`config.mk`:
```
export PLATFORM = sky130hd
export DESIGN_NAME = transceiver_frame_ctrl
export DESIGN_NICKNAME = d
export VERILOG_FILES = /design/src/rtl/transceiver_frame_ctrl.sv
export SDC_FILE = /design/constraint.sdc
export NUM_CORES = 1
export LEC_CHECK = 0
export CAP_MARGIN = 20
export CELL_PAD_IN_SITES_DETAIL_PLACEMENT = 2
export CELL_PAD_IN_SITES_GLOBAL_PLACEMENT = 2
export CORE_ASPECT_RATIO = 1.75
export CORE_MARGIN = 10
export CORE_UTILIZATION = 38
export DETAILED_ROUTE_END_ITERATION = 7
export HOLD_SLACK_MARGIN = 0.15
export PLACE_DENSITY = 0.86
export SKIP_CTS_REPAIR_TIMING = 1
export SLEW_MARGIN = 20
export SYNTH_ARGS = -nofsm -noshare
export SYNTH_HDL_FRONTEND = slang
export SYNTH_SLANG_ARGS = --single-unit
```
`constraint.sdc`:
```
create_clock -name i_clk -period 7.15 [get_ports i_clk]
set_input_delay 1.43 -clock i_clk [delete_from_list [all_inputs] [get_ports i_clk]]
set_output_delay 1.43 -clock i_clk [all_outputs]
set_load 0.01 [all_outputs]
```
`src/rtl/transceiver_frame_ctrl.sv`:
```
// Frame scheduler in front of transceiver_top: byte FIFO, MSB-first serializer, done/timeout wait, gap.
// Build option: define TXC_PREAMBLE_EN to send an 0xA5 preamble ahead of each data byte.
module transceiver_frame_ctrl #(
    parameter int FIFO_DEPTH = 4,
    parameter int GAP_CYCLES = 4,
    parameter int TIMEOUT    = 64
) (
    input  logic                              i_clk,
    input  logic                              i_rst,
    input  logic [7:0]                        i_s_data,
    input  logic                              i_s_valid,
    output logic                              o_s_ready,
    output logic                              o_tx_en,
    output logic                              o_tx_bit,
    input  logic                              i_tx_active,
    input  logic                              i_tx_done,
    output logic                              o_busy,
    output logic [$clog2(FIFO_DEPTH+1)-1:0]   o_fifo_level,
    output logic [15:0]                       o_frame_cnt,
    output logic                              o_timeout_err,
    input  logic                              i_err_clr
);
    localparam int AW = $clog2(FIFO_DEPTH);
    localparam int LW = $clog2(FIFO_DEPTH+1);
    localparam int TW = $clog2(TIMEOUT);
    localparam int GW = $clog2(GAP_CYCLES) + 1;

    localparam logic [2:0] S_IDLE  = 3'd0;
    localparam logic [2:0] S_SHIFT = 3'd2;
    localparam logic [2:0] S_WAIT  = 3'd3;
    localparam logic [2:0] S_GAP   = 3'd4;
`ifdef TXC_PREAMBLE_EN
    localparam logic [2:0] S_PRE   = 3'd1;
    localparam logic [7:0] PREAMBLE = 8'hA5;
`endif

    logic [7:0]    r_mem [FIFO_DEPTH];
    logic [AW-1:0] r_wr_ptr;
    logic [AW-1:0] r_rd_ptr;
    logic [LW-1:0] r_level;

    logic [2:0]    r_state;
    logic [7:0]    r_shreg;
    logic [2:0]    r_bitcnt;
    logic [TW-1:0] r_tocnt;
    logic [GW-1:0] r_gapcnt;
    logic          r_tx_en;
    logic          r_tx_bit;
    logic          r_busy;
    logic [15:0]   r_frame_cnt;
    logic          r_timeout_err;

    logic w_full;
    logic w_push;
    logic w_pop;
    logic w_timeout;
    logic w_shift_bit;

    assign w_full      = (r_level == LW'(FIFO_DEPTH));
    assign w_push      = i_s_valid && !w_full;
    assign w_pop       = (r_state == S_IDLE) && (r_level != '0);
    assign w_timeout   = (r_state == S_WAIT) && !i_tx_done && (r_tocnt == TW'(TIMEOUT-1));
    assign w_shift_bit = r_shreg[3'd7 - r_bitcnt];

    assign o_s_ready     = !w_full;
    assign o_fifo_level  = r_level;
    assign o_tx_en       = r_tx_en;
    assign o_tx_bit      = r_tx_bit;
    assign o_busy        = r_busy;
    assign o_frame_cnt   = r_frame_cnt;
    assign o_timeout_err = r_timeout_err;

    always_ff @(posedge i_clk) begin
        if (w_push) r_mem[r_wr_ptr] <= i_s_data;
    end

    always_ff @(posedge i_clk) begin
        if (i_rst) begin
            r_wr_ptr <= '0;
            r_rd_ptr <= '0;
            r_level  <= '0;
        end else begin
            if (w_push) r_wr_ptr <= r_wr_ptr + 1'b1;
            if (w_pop)  r_rd_ptr <= r_rd_ptr + 1'b1;
            case ({w_push, w_pop})
                2'b10:   r_level <= r_level + 1'b1;
                2'b01:   r_level <= r_level - 1'b1;
                default: r_level <= r_level;
            endcase
        end
    end

    // Outputs are registered from the state held during the previous cycle.
    always_ff @(posedge i_clk) begin
        if (i_rst) begin
            r_state       <= S_IDLE;
            r_shreg       <= '0;
            r_bitcnt      <= '0;
            r_tocnt       <= '0;
            r_gapcnt      <= '0;
            r_tx_en       <= 1'b0;
            r_tx_bit      <= 1'b0;
            r_busy        <= 1'b0;
            r_frame_cnt   <= '0;
            r_timeout_err <= 1'b0;
        end else begin
            r_busy   <= (r_state != S_IDLE) || i_tx_active;
            r_tx_en  <= 1'b0;
            r_tx_bit <= 1'b0;
            if (w_timeout)      r_timeout_err <= 1'b1;
            else if (i_err_clr) r_timeout_err <= 1'b0;

            case (r_state)
                S_IDLE: begin
                    if (w_pop) begin
                        r_shreg  <= r_mem[r_rd_ptr];
                        r_bitcnt <= '0;
`ifdef TXC_PREAMBLE_EN
                        r_state  <= S_PRE;
`else
                        r_state  <= S_SHIFT;
`endif
                    end
                end
`ifdef TXC_PREAMBLE_EN
                S_PRE: begin
                    r_tx_en  <= 1'b1;
                    r_tx_bit <= PREAMBLE[3'd7 - r_bitcnt];
                    r_bitcnt <= r_bitcnt + 3'd1;
                    if (r_bitcnt == 3'd7) r_state <= S_SHIFT;
                end
`endif
                S_SHIFT: begin
                    r_tx_en  <= 1'b1;
                    r_tx_bit <= w_shift_bit;
                    r_bitcnt <= r_bitcnt + 3'd1;
                    if (r_bitcnt == 3'd7) begin
                        r_state <= S_WAIT;
                        r_tocnt <= '0;
                    end
                end
                S_WAIT: begin
                    r_tx_en <= 1'b1;
                    r_tocnt <= r_tocnt + 1'b1;
                    // Done on the expiry cycle wins over the timeout.
                    if (i_tx_done) begin
                        r_frame_cnt <= r_frame_cnt + 16'd1;
                        r_state     <= S_GAP;
                        r_gapcnt    <= '0;
                    end else if (w_timeout) begin
                        r_state  <= S_GAP;
                        r_gapcnt <= '0;
                    end
                end
                S_GAP: begin
                    r_gapcnt <= r_gapcnt + 1'b1;
                    if (r_gapcnt == GW'(GAP_CYCLES-1)) r_state <= S_IDLE;
                end
                default: r_state <= S_IDLE;
            endcase
        end
    end
endmodule

```
==> results of run 1 <==
[per-stage QoR]
stage	area, sq um	hold slack, ns
6_report	4300	0.465
4_1_cts	4300	0.466
3_5_place_dp	4000	0.456
2_1_floorplan	3550	0.433
3_3_place_gp	4000	0.445
5_1_grt	4300	0.488
[worst min path at each step]
stage,start,end,slack [ns]
after floorplan,r_shreg[1],r_shreg[1],0.43
after global placement,r_shreg[1],r_shreg[1],0.44
after detailed placement,r_shreg[3],r_shreg[3],0.46
after CTS,r_shreg[3],r_shreg[3],0.47
after global routing,r_shreg[3],r_shreg[3],0.49
final,r_shreg[6],r_shreg[6],0.46
[metal layers]
metal  track usage, %  share of wire [%]
met5                0                  0
met4             4.11                1.4
met3             3.80                3.5
met2             27.9                 58
met1             13.8                 37
[layout make-up]
cell class	instances	area (sq um)	share of cell area (%)
clock inverter	7	76.3	1.77
clock buffer	9	225	5.23
timing repair buffer	37	365	8.49
multi-input combinational	202	1470	34.1
sequential	82	1960	45.6
tap	120	150	3.49
inverter	15	56.3	1.31
[critical path: stages]
cell,delay (ns)
clkdlybuf4s50_1,0.47
and2_1,0.21
inv_1,0.10
ha_1,0.20
inv_1,0.07
fa_1,0.38
xor2_1,0.17
or3_1,0.36
a21oi_1,0.20
[where the power goes]
group	switching, W	internal (W)	total [W]	leakage [nW]
registers	0.0000713	0.000554	0.000625	0.700
logic	0.000170	0.000137	0.000307	0.688
clock network	0.000214	0.000249	0.000463	0.149
[cells in the mapped netlist, drive strengths merged (4+ instances only)]
cell type	number
a21oi	24
and3	7
buf	8
clkbuf	6
dfxtp	50
edfxtp	32
ha	11
inv	15
mux2	4
mux4	10
nand2	26
nand3	14
nand4	4
nor2	29
nor2b	4
nor3	7
nor4	4
o21ai	9
or3	5
xnor2	5
xor2	8
[logic make-up after synthesis]
kind of cell	synth area share, %
muxes	8.00
xor gates and xnor gates	3.21
adders and majority gates	4.44
buffers and inverters	3.31
DFF	55.3
AOI/OAI and AO/OA	8.39
and+or+nand+nor	17.3
[flip-flops by register name, indices dropped and copies added (netlist names)]
signal,cells
r_tocnt,6
o_busy,1
o_fifo_level,3
r_gapcnt,3
o_frame_cnt,16
o_tx_en,1
o_timeout_err,1
o_tx_bit,1
r_bitcnt,3
r_mem,32
r_rd_ptr,2
r_shreg,8
r_state,3
r_wr_ptr,2
==> summary.txt, run 1 <==
status -> completed
Avg WL per Cell -> 19.4 microns
r2r endpoint -> o_fifo_level[2]
grt ovf -> 0
crit path to -> o_fifo_level[2]
ant diodes -> 0
FF-to-FF Start -> r_state[0]
fin crit period -> 3.34 ns
Final Hold Viols -> 0
routability congestion estimate -> 0.750
RSZ-0062 raised after global routing -> false
hold path cells -> 2
number of clock sinks -> 82
die area -> 0.0138 sq mm
cell area after synthesis -> 0.00355 sq mm
Hold Path Class -> flip-flop to flip-flop
Site Rows -> 46
Async SR Flop Fraction -> 0%
number of synthesized flops with an enable pin -> 32
Total GRT Usage -> 14.2%
worst slew pin tran -> 1.00 ns
CP Data Arrival Time -> 3.59 ns
crit share post-route -> 46.7%
commonest non-fill, non-tap cell in the layout -> dfxtp_1
setup TNS -> 0 ns
maximum vdd drop -> 0.219 mV
Startpoint Class -> primary input
CTS Root Cell -> clkbuf_16
Worst-Skew Late Latency -> 0.34 ns
Post-route DRC -> 0
post-synth top area cell -> dfxtp_1
cell depth of the worst flop-to-flop path -> 9
syn_area_per_cell -> 11.3 sq um
r2r setup slk -> 4.10 ns
vias in the first global route -> 2,965
Power, Total -> 0.00139 W
Final WS setup -> 3.81 ns
final setup vio count -> 0
crit path capture type -> flip-flop
Die Y -> 148 microns
max-cap violations -> 0
count of different cell masters after synthesis -> 53
Power Density -> 324 mW/mm^2
area share of the largest cell type after synthesis -> 28.2%
placed cells -> 456
clock skew -> 0.00836 ns
half-perimeter wire length after placement -> 6220 microns
TritonRoute pass-1 iters -> 6
register area share after synthesis -> 55.3%
number of buffers created by CTS -> 9
non-filler cells, final -> 472
I/O Buffers -> 37
maximum buffer depth of the clock tree -> 2
Critical Path Start -> i_s_valid
CP Max Fanout -> 5
die width -> 93.0 microns
CTS tree -> yes
initial DRC count -> 69
YS warnings -> 0
Vias/cell -> 5.39
share of cells above drive strength 1 -> 12.2%
initial antenna violation count -> 0
leakage power -> 1.54 nW
final core utilization -> 47.3%
Seq cells post-synth -> 82
largest net degree at the start of global routing -> 54
fillcell total -> 985
NumNets Final -> 373
CP required -> 7.40 ns
Net Count, Synth -> 339
H-tree depth -> 3
slew margin rel. -> 33.0%
Max Freq -> 0.299 GHz
global-route wire length before repair -> 15,500 microns
routed via count -> 2,546
Gate Count Post-Synth -> 313
area grow syn2layout -> 21.3%
total core area -> 0.00909 sq mm
Pins Over Slew Limit -> 0
clock transition at the registers of the reported paths -> 0.07 ns
commonest cells after routing, fill and taps aside -> dfxtp_1 (50), clkdlybuf4s50_1 (36), edfxtp_1 (32)
Synth Flop Type -> dfxtp_1
ANT nets after route -> 0
Setup Crit Path Kind -> primary input to flip-flop
final wirelength -> 9180 microns
Starting Density -> 39.0%
Top Ports -> 38
Synth area leaders -> dfxtp_1 (28%), edfxtp_1 (27%), mux4_2 (6.3%)
pre-CTS setup slack -> 3.55 ns
Note: power is estimated with default switching activity, not from simulation.
==> inputs of run 2 (changes only) <==
--- a/config.mk
+++ b/config.mk
@@ -10,10 +10,10 @@
 export CELL_PAD_IN_SITES_GLOBAL_PLACEMENT = 2
 export CORE_ASPECT_RATIO = 1.75
 export CORE_MARGIN = 10
-export CORE_UTILIZATION = 38
+export CORE_UTILIZATION = 37
 export DETAILED_ROUTE_END_ITERATION = 7
 export HOLD_SLACK_MARGIN = 0.15
-export PLACE_DENSITY = 0.86
+export PLACE_DENSITY = 0.84
 export SKIP_CTS_REPAIR_TIMING = 1
 export SLEW_MARGIN = 20
 export SYNTH_ARGS = -nofsm -noshare
==> constraint.sdc (replaced) <==
create_clock -name i_clk -period 3.2 [get_ports i_clk]
set_input_delay 0.64 -clock i_clk [delete_from_list [all_inputs] [get_ports i_clk]]
set_output_delay 0.64 -clock i_clk [all_outputs]
set_load 0.01 [all_outputs]
==> run 2 against run 1 <==
Net effect:
- core utilization is 1.3 points lower
- die area is 2.2% higher
- wire length is 2.5% lower
- clock-buffer cell count stayed put
- critical path type is now flip-flop to flip-flop
- non-clock buffer count is 2 higher
- cell area is 0.67% higher
- first-iteration DRC count is 120% higher
- worst hold slack worse by 0.0025 ns
==> summary.txt, run 2 (synthesized netlist as in run 1, its figures left out) <==
crit path capture type -> flip-flop (unchanged)
Worst path depth -> 9 (unchanged)
Top delay family on crit path -> simple AND/OR/NAND/NOR gates (was buffers and inverters)
max-cap violations -> 0 (unchanged)
proportion of power drawn by the clock network -> 34.3% (was 33.2%)
commonest non-fill, non-tap cell in the layout -> dfxtp_1 (unchanged)
max reg flops -> 32 (unchanged)
non-filler cells, final -> 476 (was 472)
RSZ-0062 raised after global routing -> false (unchanged)
most flop-heavy register -> r_mem (unchanged)
gr busiest metal -> met2 (unchanged)
Top Ports -> 38 (unchanged)
final core utilization -> 46.1% (was 47.3%)
number of clock sinks -> 82 (unchanged)
sw frac -> 31.0% (was 32.6%)
Pint -> 0.00218 W (was 0.000940 W)
routing usage on met2 -> 26.9% (was 27.9%)
Hold Path Class -> flip-flop to flip-flop (unchanged)
Power, Total -> 0.00316 W (was 0.00139 W)
crit path to -> o_fifo_level[2] (unchanged)
die area -> 0.0141 sq mm (was 0.0138 sq mm)
Pins Over Slew Limit -> 0 (unchanged)
CP Max Fanout -> 11 (was 5)
critical-path cell list -> nor3_1, nand2_1, inv_2, ha_1, inv_1, fa_1, xor2_1, or3_1, a21oi_1 (was clkdlybuf4s50_1, and2_1, inv_1, ha_1, inv_1, fa_1, xor2_1, or3_1, a21oi_1)
fin crit period -> 2.69 ns
crit share post-route -> 84.1%
footprint of the multi-input gates -> 0.00147 sq mm (unchanged)
NumNets Final -> 375 (was 373)
global-route wire length before repair -> 14,800 microns (was 15,500 microns)
Hold WS -> 0.462 ns (was 0.465 ns)
final setup vio count -> 0 (unchanged)
FF-to-FF Start -> r_state[0] (unchanged)
half-perimeter wire length after placement -> 6390 microns (was 6220 microns)
CP Data Arrival Time -> 2.95 ns (was 3.59 ns)
Vias/cell -> 5.34 (was 5.39)
Die Y -> 150 microns (was 148 microns)
met1 GRT Util -> 12.4% (was 13.8%)
number of buffers created by CTS -> 9 (unchanged)
Crit-path slowest cell -> dfxtp_1 (was clkdlybuf4s50_1)
largest net degree at the start of global routing -> 37 (was 54)
Sw Pwr -> 0.000981 W (was 0.000455 W)
fillcell total -> 966 (was 985)
initial DRC count -> 149 (was 69)
Avg WL per Cell -> 18.8 microns (was 19.4 microns)
Worst-Skew Late Latency -> 0.34 ns (about the same)
CTS Root Cell -> clkbuf_16 (unchanged)
Final Hold Viols -> 0 (unchanged)
ANT nets after route -> 0 (unchanged)
Power Density -> 729 mW/mm^2 (was 324 mW/mm^2)
storage element area -> 0.00196 sq mm (unchanged)
Site Rows -> 47 (was 46)
combinational power share -> 21.5% (was 22.0%)
leakage power -> 1.55 nW (was 1.54 nW)
cell depth of the worst flop-to-flop path -> 9 (unchanged)
total core area -> 0.00941 sq mm (was 0.00909 sq mm)
Starting Density -> 37.7% (was 39.0%)
H-tree depth -> 3 (unchanged)
grt ovf -> 0 (unchanged)
commonest cells after routing, fill and taps aside -> dfxtp_1 (50), clkdlybuf4s50_1 (36), edfxtp_1 (32) (unchanged)
CP required -> 3.46 ns (was 7.40 ns)
GRT met3 Usage -> 3.61% (was 3.80%)
initial antenna violation count -> 0 (unchanged)
placed cells -> 460 (was 456)
Critical Path Start -> r_state[0] (was i_s_valid)
Post-route DRC -> 0 (unchanged)
Setup Crit Path Kind -> flip-flop to flip-flop (was primary input to flip-flop)
Startpoint Class -> flip-flop (was primary input)
final wirelength -> 8950 microns (was 9180 microns)
share of cells above drive strength 1 -> 12.7% (was 12.2%)
routed via count -> 2,543 (was 2,546)
routability congestion estimate -> 0.731 (was 0.750)
CTS tree -> yes (unchanged)
setup TNS -> 0 ns (unchanged)
I/O Buffers -> 37 (unchanged)
maximum buffer depth of the clock tree -> 2 (unchanged)
TritonRoute pass-1 iters -> 4 (was 6)
Buf+Inv Stages, Crit Path -> 2 (was 3)
Max Freq -> 0.371 GHz
r2r endpoint -> o_fifo_level[2] (unchanged)
r2r setup slk -> 0.51 ns (was 4.10 ns)
vias in the first global route -> 2,918 (was 2,965)
Total GRT Usage -> 13.6% (was 14.2%)
maximum vdd drop -> 0.533 mV (was 0.219 mV)
ant diodes -> 0 (unchanged)
die width -> 94.0 microns (was 93.0 microns)
sequential power share -> 44.2% (was 44.8%)
slew margin rel. -> 54.0% (was 33.0%)
clock skew -> 0.00574 ns (was 0.00836 ns)
clock transition at the registers of the reported paths -> 0.07 ns (about the same)
worst slew pin tran -> 0.691 ns (was 1.00 ns)
status -> completed (unchanged)
area grow syn2layout -> 22.1% (was 21.3%)
largest stage delay on the critical path -> 0.47 ns (about the same)
==> run 2: cell types whose count changed in the layout (fill, tap and decap cells not counted), sizes merged <==
cell,previous run,this run
bufinv,0,1
clkinv,2,0
inv,20,21
buf,1,3
==> run 2: metrics by stage <==
step                      area (sq um)  setup WS (ns)
after CTS                         4330          0.507
final                             4330          0.508
after floorplan                   3550          0.837
after global placement            4020          0.602
after detailed placement          4020          0.430
after global routing              4330          0.316
==> run 2: per-layer routing <==
layer,up-vias,share of wire [%],routed length [microns]
met4,0,1.3,116
met3,10,4.0,355
met1,1286,35,3160
met2,42,59,5320
li1,1205,-,-
met5,-,0,0
==> run 2: worst min-delay path: stages, from the launching register on <==
cell and delay [ns]:
dfxtp_1 0.31, nand2_1 0.05, a21oi_1 0.05
==> run 2: worst min path at each step <==
stage,startpoint,slack [ns],cells after the start,to
after floorplan,r_shreg[1],0.43,2,r_shreg[1]
after global placement,r_shreg[6],0.44,2,r_shreg[6]
after detailed placement,r_shreg[3],0.45,2,r_shreg[3]
after CTS,r_shreg[3],0.46,2,r_shreg[3]
after global routing,r_shreg[3],0.47,2,r_shreg[3]
final,r_shreg[3],0.46,2,r_shreg[3]
==> run 2: area by class of cell <==
| type | instances | share of cell area, % |
|---|---|---|
| inverters | 15 | 1.30 |
| flip-flops and latches | 82 | 45.3 |
| clock buffers | 9 | 5.20 |
| repair buffers | 39 | 8.78 |
| clock inverters | 7 | 2.02 |
| multi-input cells | 202 | 33.9 |
| well taps | 122 | 3.52 |
==> run 2: power by group through the flow <==
stage	logic [W]	registers, W	clock network (W)
floorplan	0.000537	0.00132	0
global placement	0.000645	0.00140	0
detailed placement	0.000680	0.00141	0
CTS	0.000695	0.00140	0.00112
global route	0.000775	0.00142	0.00116
finish	0.000679	0.00140	0.00108
